$ cat config.mk
export PLATFORM = sky130hd
export DESIGN_NAME = ram_arb_ctrl_flat
export DESIGN_NICKNAME = d
export VERILOG_FILES = /design/src/rtl/ram_arb_ctrl_pkg.sv /design/src/rtl/ram_arb_ctrl_if.sv /design/src/rtl/ram_arb_ctrl_rr_arb2.sv /design/src/rtl/ram_arb_ctrl.sv /design/src/flat_wrapper.sv
export SDC_FILE = /design/constraint.sdc
export NUM_CORES = 1
export LEC_CHECK = 0
export BUFFER_PORTS_ARGS = -buffer_cell sky130_fd_sc_hd__buf_2
export CORE_MARGIN = 8
export CORE_UTILIZATION = 45
export CTS_BUF_LIST = sky130_fd_sc_hd__clkbuf_16
export DETAILED_ROUTE_END_ITERATION = 10
export PLACE_DENSITY_LB_ADDON = 0.08
export SYNTH_ARGS = -nofsm -noshare
export SYNTH_HDL_FRONTEND = slang
export SYNTH_SLANG_ARGS = --single-unit
$ cat constraint.sdc
create_clock -name clk -period 1.3 [get_ports clk]
set_input_delay 0.26 -clock clk [delete_from_list [all_inputs] [get_ports clk]]
set_output_delay 0.26 -clock clk [all_outputs]
set_load 0.02 [all_outputs]
$ cat src/rtl/ram_arb_ctrl_pkg.sv
// ram_arb_pkg: shared types for the RAM sequencer/arbiter.
//   ram_arb_state_e : top-level FSM states
//   NREQ            : number of requesters sharing the RAM
//   rd_tag_t        : read-return pipeline tag {valid, requester id}
package ram_arb_pkg;
  typedef enum logic {ST_INIT, ST_ARB} ram_arb_state_e;
  localparam int NREQ = 2;
  typedef struct packed {
    logic vld;
    logic id;
  } rd_tag_t;
endpackage

$ cat src/rtl/ram_arb_ctrl_if.sv
// ram_arb_ctrl_if: requester-side bus of ram_arb_ctrl.
//   req_valid/req_ready/req_we : per requester, [0]=m0 [1]=m1
//   req_addr/req_wdata         : packed per requester, m1 in the upper lane
//   rsp_valid                  : one-cycle read-data strobe per requester
//   rsp_rdata                  : shared read data
// master = requesters, slave = arbiter.
interface ram_arb_ctrl_if
  import ram_arb_pkg::*;
#(
  parameter int AW = 4,
  parameter int DW = 4
);
  logic [NREQ-1:0]         req_valid;
  logic [NREQ-1:0]         req_ready;
  logic [NREQ-1:0]         req_we;
  logic [NREQ-1:0][AW-1:0] req_addr;
  logic [NREQ-1:0][DW-1:0] req_wdata;
  logic [NREQ-1:0]         rsp_valid;
  logic [DW-1:0]           rsp_rdata;

  modport master (output req_valid, req_we, req_addr, req_wdata,
                  input  req_ready, rsp_valid, rsp_rdata);
  modport slave  (input  req_valid, req_we, req_addr, req_wdata,
                  output req_ready, rsp_valid, rsp_rdata);
endinterface

$ cat src/rtl/ram_arb_ctrl_rr_arb2.sv
// rr_arb2: 2-way round-robin arbiter.
//   clk, rst_n : clock, async active-low reset
//   req        : request vector (already qualified by the caller)
//   advance    : a grant was consumed this cycle; move the pointer
//   grant      : one-hot grant, combinational from req
// Pointer 0 favours requester 0. After a consumed grant the pointer moves
// to the requester that did not win.
module rr_arb2 (
  input  logic       clk,
  input  logic       rst_n,
  input  logic [1:0] req,
  input  logic       advance,
  output logic [1:0] grant
);
  logic ptr;

  always_comb begin
    grant = req;
    if (req == 2'b11) grant = ptr ? 2'b10 : 2'b01;
  end

  always_ff @(posedge clk or negedge rst_n) begin
    if (!rst_n)       ptr <= 1'b0;
    else if (advance) ptr <= grant[0];
  end
endmodule

$ cat src/rtl/ram_arb_ctrl.sv
// ram_arb_ctrl: sequencer/arbiter in front of a single-port sync RAM.
// Clears all words to INIT_VAL after reset (or init_req), then shares the RAM
// between two requesters with round-robin valid/ready arbitration.
//   clk, rst_n  : clock, async active-low reset
//   init_req    : re-run the memory clear (only honoured while arbitrating)
//   init_done   : clear finished, arbitration enabled
//   bus         : requester bus (slave side)
//   ram_we/addr/din : registered RAM controls
//   ram_dout    : RAM read data, RD_LAT clocks after address sample
module ram_arb_ctrl
  import ram_arb_pkg::*;
#(
  parameter int            AW       = 4,
  parameter int            DW       = 4,
  parameter int            RD_LAT   = 1,
  parameter logic [DW-1:0] INIT_VAL = '0
) (
  input  logic          clk,
  input  logic          rst_n,
  input  logic          init_req,
  output logic          init_done,
  ram_arb_ctrl_if.slave bus,
  output logic          ram_we,
  output logic [AW-1:0] ram_addr,
  output logic [DW-1:0] ram_din,
  input  logic [DW-1:0] ram_dout
);
  ram_arb_state_e          state;
  logic [AW:0]             init_cnt;  // MSB set once the last word is written
  logic [NREQ-1:0]         arb_req;
  logic [NREQ-1:0]         grant;
  logic                    hs;
  logic                    hs_id;
  rd_tag_t [RD_LAT:0]      tag_pipe;

  assign arb_req       = (state == ST_ARB) ? bus.req_valid : '0;
  assign bus.req_ready = grant;
  assign hs            = |grant;      // grant only asserts on a valid request
  assign hs_id         = grant[1];

  rr_arb2 u_arb (
    .clk     (clk),
    .rst_n   (rst_n),
    .req     (arb_req),
    .advance (hs),
    .grant   (grant)
  );

  always_ff @(posedge clk or negedge rst_n) begin
    if (!rst_n) begin
      state     <= ST_INIT;
      init_cnt  <= '0;
      init_done <= 1'b0;
      ram_we    <= 1'b0;
      ram_addr  <= '0;
      ram_din   <= '0;
    end else begin
      case (state)
        ST_INIT: begin
          if (!init_cnt[AW]) begin
            ram_we   <= 1'b1;
            ram_addr <= init_cnt[AW-1:0];
            ram_din  <= INIT_VAL;
            init_cnt <= init_cnt + {{AW{1'b0}}, 1'b1};
          end else begin
            ram_we    <= 1'b0;
            state     <= ST_ARB;
            init_done <= 1'b1;
          end
        end
        ST_ARB: begin
          ram_we <= 1'b0;
          if (hs) begin
            ram_we   <= bus.req_we[hs_id];
            ram_addr <= bus.req_addr[hs_id];
            ram_din  <= bus.req_wdata[hs_id];
          end
          // The handshake in this cycle is still issued; the clear follows it.
          if (init_req) begin
            state     <= ST_INIT;
            init_done <= 1'b0;
            init_cnt  <= '0;
          end
        end
      endcase
    end
  end

  // Read-return tags: stage 0 loads with the issue register, so stage RD_LAT
  // lines up with ram_dout carrying that read's data.
  always_ff @(posedge clk or negedge rst_n) begin
    if (!rst_n) begin
      tag_pipe      <= '0;
      bus.rsp_valid <= '0;
      bus.rsp_rdata <= '0;
    end else begin
      tag_pipe[0] <= '{vld: hs & ~bus.req_we[hs_id], id: hs_id};
      for (int i = 1; i <= RD_LAT; i++) tag_pipe[i] <= tag_pipe[i-1];
      bus.rsp_valid <= '0;
      if (tag_pipe[RD_LAT].vld) begin
        bus.rsp_valid[tag_pipe[RD_LAT].id] <= 1'b1;
        bus.rsp_rdata                      <= ram_dout;
      end
    end
  end
endmodule
$ cat src/flat_wrapper.sv
// flat-port wrapper written by rule: the top's interface ports become plain ports
module ram_arb_ctrl_flat import ram_arb_pkg::*;
#(
  parameter int            AW       = 4,
  parameter int            DW       = 4,
  parameter int            RD_LAT   = 1,
  parameter logic [DW-1:0] INIT_VAL = '0
)
  (clk, rst_n, init_req, init_done, ram_we, ram_addr, ram_din, ram_dout, bus_req_valid, bus_req_we, bus_req_addr, bus_req_wdata, bus_req_ready, bus_rsp_valid, bus_rsp_rdata);
  ram_arb_ctrl_if #(.AW(AW), .DW(DW)) bus_i ();
  input  logic clk;
  input  logic rst_n;
  input  logic init_req;
  output logic init_done;
  output logic ram_we;
  output logic [AW-1:0] ram_addr;
  output logic [DW-1:0] ram_din;
  input  logic [DW-1:0] ram_dout;
  input wire logic [$bits(bus_i.req_valid)-1:0] bus_req_valid;
  input wire logic [$bits(bus_i.req_we)-1:0] bus_req_we;
  input wire logic [$bits(bus_i.req_addr)-1:0] bus_req_addr;
  input wire logic [$bits(bus_i.req_wdata)-1:0] bus_req_wdata;
  output wire logic [$bits(bus_i.req_ready)-1:0] bus_req_ready;
  output wire logic [$bits(bus_i.rsp_valid)-1:0] bus_rsp_valid;
  output wire logic [$bits(bus_i.rsp_rdata)-1:0] bus_rsp_rdata;
  assign bus_i.req_valid = bus_req_valid;
  assign bus_i.req_we = bus_req_we;
  assign bus_i.req_addr = bus_req_addr;
  assign bus_i.req_wdata = bus_req_wdata;
  assign bus_req_ready = bus_i.req_ready;
  assign bus_rsp_valid = bus_i.rsp_valid;
  assign bus_rsp_rdata = bus_i.rsp_rdata;
  ram_arb_ctrl #(.AW(AW), .DW(DW), .RD_LAT(RD_LAT), .INIT_VAL(INIT_VAL)) u_core (.clk(clk), .rst_n(rst_n), .init_req(init_req), .init_done(init_done), .bus(bus_i), .ram_we(ram_we), .ram_addr(ram_addr), .ram_din(ram_din), .ram_dout(ram_dout));
endmodule
==> impl_results.md <==
- Finish-stage setup viols: 2
- Drt total wl: 2630 um
- Largest net degree at the start of global routing: 28
- Global placer's final weighted congestion: 0.804
- Routed Antenna Nets: 0
- Ranking of synthesized cells by area: dfrtp_1 (58%), mux2i_1 (8.5%), o21ai_0 (3.8%)
- Iteration-0 DRC Markers: 22
- Syn_nets: 128
- Die area: 0.00450 mm2
- DP HPWL: 1950 um
- RSZ-0062 raised after global routing: true
- Util after Layout: 0.639
- Layout cells sized above 1: 0.447
- Pwr dens: 2320 mW/mm2
- Antenna Cells: 0
- MaxCap Viol Count: 0
- # rows: 18
- Storage element area: 676 um2
- Multi-input gate area: 504 um2
- Worst stage delay on the critical path: 0.38 ns
- CP Launch Type: flop
- Fmax: 751 MHz
- Worst Tran Pin Value: 0.582 ns
- Layout fillers: 246
- Cell area after synthesis: 0.00117 mm2
- Highest-delay cell along the critical path: dfrtp_1
- Area grow syn2layout: 34.9%
- Placed Area: 0.00144 mm2
- Starting Density: 0.474
- Max-slew violation count: 0
- Drt pass-1 iters: 4
- M2 GR Usage: 0.225
- Final Hold Fails: 11
- Avg Cell Area, Syn: 11.7 um2
- Total global routing overflow: 0
- Vias in the first global route: approximately 1,000
- Crit path kind: reg2out
- CTS tree: built
- H-Tree Depth: 1
- Final Net Count: 179
- Post-synth top area share: 0.576
- Avg WL per Cell: 14.6 um
- Vias after detailed routing: 906
- Worst vdd ir: around 1.4 mV
- Clock Skews: 0.00353 ns
- Most Crowded Layer GR: met2
- Ys Warns: 0
- Critical path data arrival time: 1.07 ns
- Crit-path cells: nand2b_4, and3_4, buf_6
- DRC Markers: 0
- Die H: around 67 um
- Fin crit share: 1.02
- Slew HR: 0.612
- Fin cells: 180
- Commonest non-fill, non-tap cell in the layout: buf_2
- Most frequent cells in the layout: buf_2 (42), dfrtp_1 (27), nand2_1 (9), mux2i_1 (9), o21ai_0 (9)
- Post-Synthesis Cells: 100
- # port buffers: 44
- Worst-path clk slew: 0.07 ns
- Inst Count DP: 174
- M1 GR Usage: 0.141
- Gr usage total: 0.125
- Register area share after synthesis: 0.576
- Clk buf depth: 2
- Worst skew pair latency: 0.26 ns
- Min Tclk post-route: between 1 and 1.5 ns
- Yosys cell types: 29
- Initial antenna violation count: 0
- Root buffer cell: clkbuf_16
- Core area: 0.00248 mm2
- Sink Count: 27
- Pre-CTS WS: -0.0302 ns
- Worst setup margin: -0.0307 ns
- Critical path required time: 1.04 ns
- Leakage: 0.787 nW
- Seq cells post-synth: 27
- HP Class: in2async
- Vias per inst: 5.03
- I/O Pins: 45
- Final instance area: 0.00158 mm2
- Width of the die: 67.1 um
- CTS Buf Count: 3
- CP Max Fanout: 3
- Failing checks: negative hold slack, negative setup slack
- Status: finished with violations
- Crit end category: output port
- First-pass GRT wire length: 4460 um
- Min Hold Slack: -0.00476 ns
- Synth area leader: dfrtp_1
- Met3 Use GR: 0.0336
cells in the mapped netlist:
library cell,count
a21boi_0,1
a21o_2,1
a21oi_1,6
a31oi_1,1
and2_1,1
and3_1,1
buf_2,3
buf_6,1
dfrtp_1,27
ha_1,1
inv_1,2
mux2_2,4
mux2i_1,10
nand2_1,9
nand2_2,1
nand2b_1,1
nand3b_1,1
nand4_1,1
nor2_1,1
nor2b_1,2
nor2b_2,1
nor3b_1,4
o21ai_0,9
o21ai_2,1
o22ai_1,5
or2_2,1
or3b_1,1
xnor2_1,1
xor2_1,2
state kept, by name, indices dropped and copies added (netlist names):
signal / count
u_core.init_cnt: 5
u_core.bus.rsp_rdata: 4
u_core.ram_addr: 4
u_core.ram_din: 4
u_core.tag_pipe: 4
u_core.bus.rsp_valid: 2
u_core.init_done: 1
u_core.ram_we: 1
u_core.state: 1
u_core.u_arb.ptr: 1
routing by layer:
layer	part of all wire	up-vias
met4	0.0030	0
li1	-	451
met3	0.067	2
met1	0.41	428
met5	0	-
met2	0.52	25
final cells by class:
class	count	area share
Clock inverter	1	0.00316
Sequential cell	27	0.427
Inverter	2	0.00474
Timing Repair Buffer	50	0.175
Multi-Input combinational cell	67	0.319
Tap cell	30	0.0237
Clock buffer	3	0.0474
kinds of logic after synthesis:
group	Yosys count	share of synthesized area
flip-flops	27	0.576
AND/OR/NAND/NOR	25	0.122
AO/OA/AOI/OAI	24	0.117
multiplexers	14	0.124
buffers and inverters	6	0.0288
XOR/XNOR	3	0.0224
adder cells (fa/ha/maj)	1	0.0107
worst paths after layout:
kind,from,cells after the start,end,slack (ns)
max,u_core.u_arb.ptr$_DFFE_PN0P_,3,bus_req_ready[1],-0.03
min,rst_n,1,u_core.init_cnt[2]$_DFFE_PN0P_,-0.005
max reg2reg,u_core.state$_DFF_PN0_,4,u_core.ram_addr[3]$_DFFE_PN0P_,0.02
min reg2reg,u_core.tag_pipe[1]$_DFF_PN0_,0,u_core.tag_pipe[3]$_DFF_PN0_,0.35
max in group asynchronous,rst_n,1,u_core.bus.rsp_rdata[3]$_DFFE_PN0P_,0.92
min in group clk,ram_dout[3],2,u_core.bus.rsp_rdata[3]$_DFFE_PN0P_,0.24
through the flow:
| step | total power [mW] | TNS, ns |
|---|---|---|
| 6_report | 3.68 | -0.0468 |
| 4_1_cts | 3.68 | -0.0671 |
| 2_1_floorplan | 2.39 | 0 |
| 5_1_grt | 3.94 | -0.571 |
| 3_5_place_dp | 2.91 | -0.0744 |
| 3_3_place_gp | 2.85 | -0.0143 |
worst max-delay path, delay by kind of cell, from the launching register on:
family	cells	cell delay [ns]
flops	1	0.38
simple gates	2	0.30
buf+inv	1	0.13
where the power goes:
part	leakage, nW	total, mW	switching (mW)	internal, mW
Combinational	0.404	1.58	0.892	0.686
Clock	0.0409	0.692	0.277	0.415
Sequential	0.342	1.41	0.221	1.19
timing repair:
item | 4_1_cts | 5_1_grt
setup endpoints to repair | 4 | 12
pin swaps | 2 | 0
hold buffers | 0 | 0
resized for setup | 7 | 5
buffers inserted | 2 | 0
hold endpoints to repair | 0 | 0
Note: power is estimated with default switching activity, not from simulation.
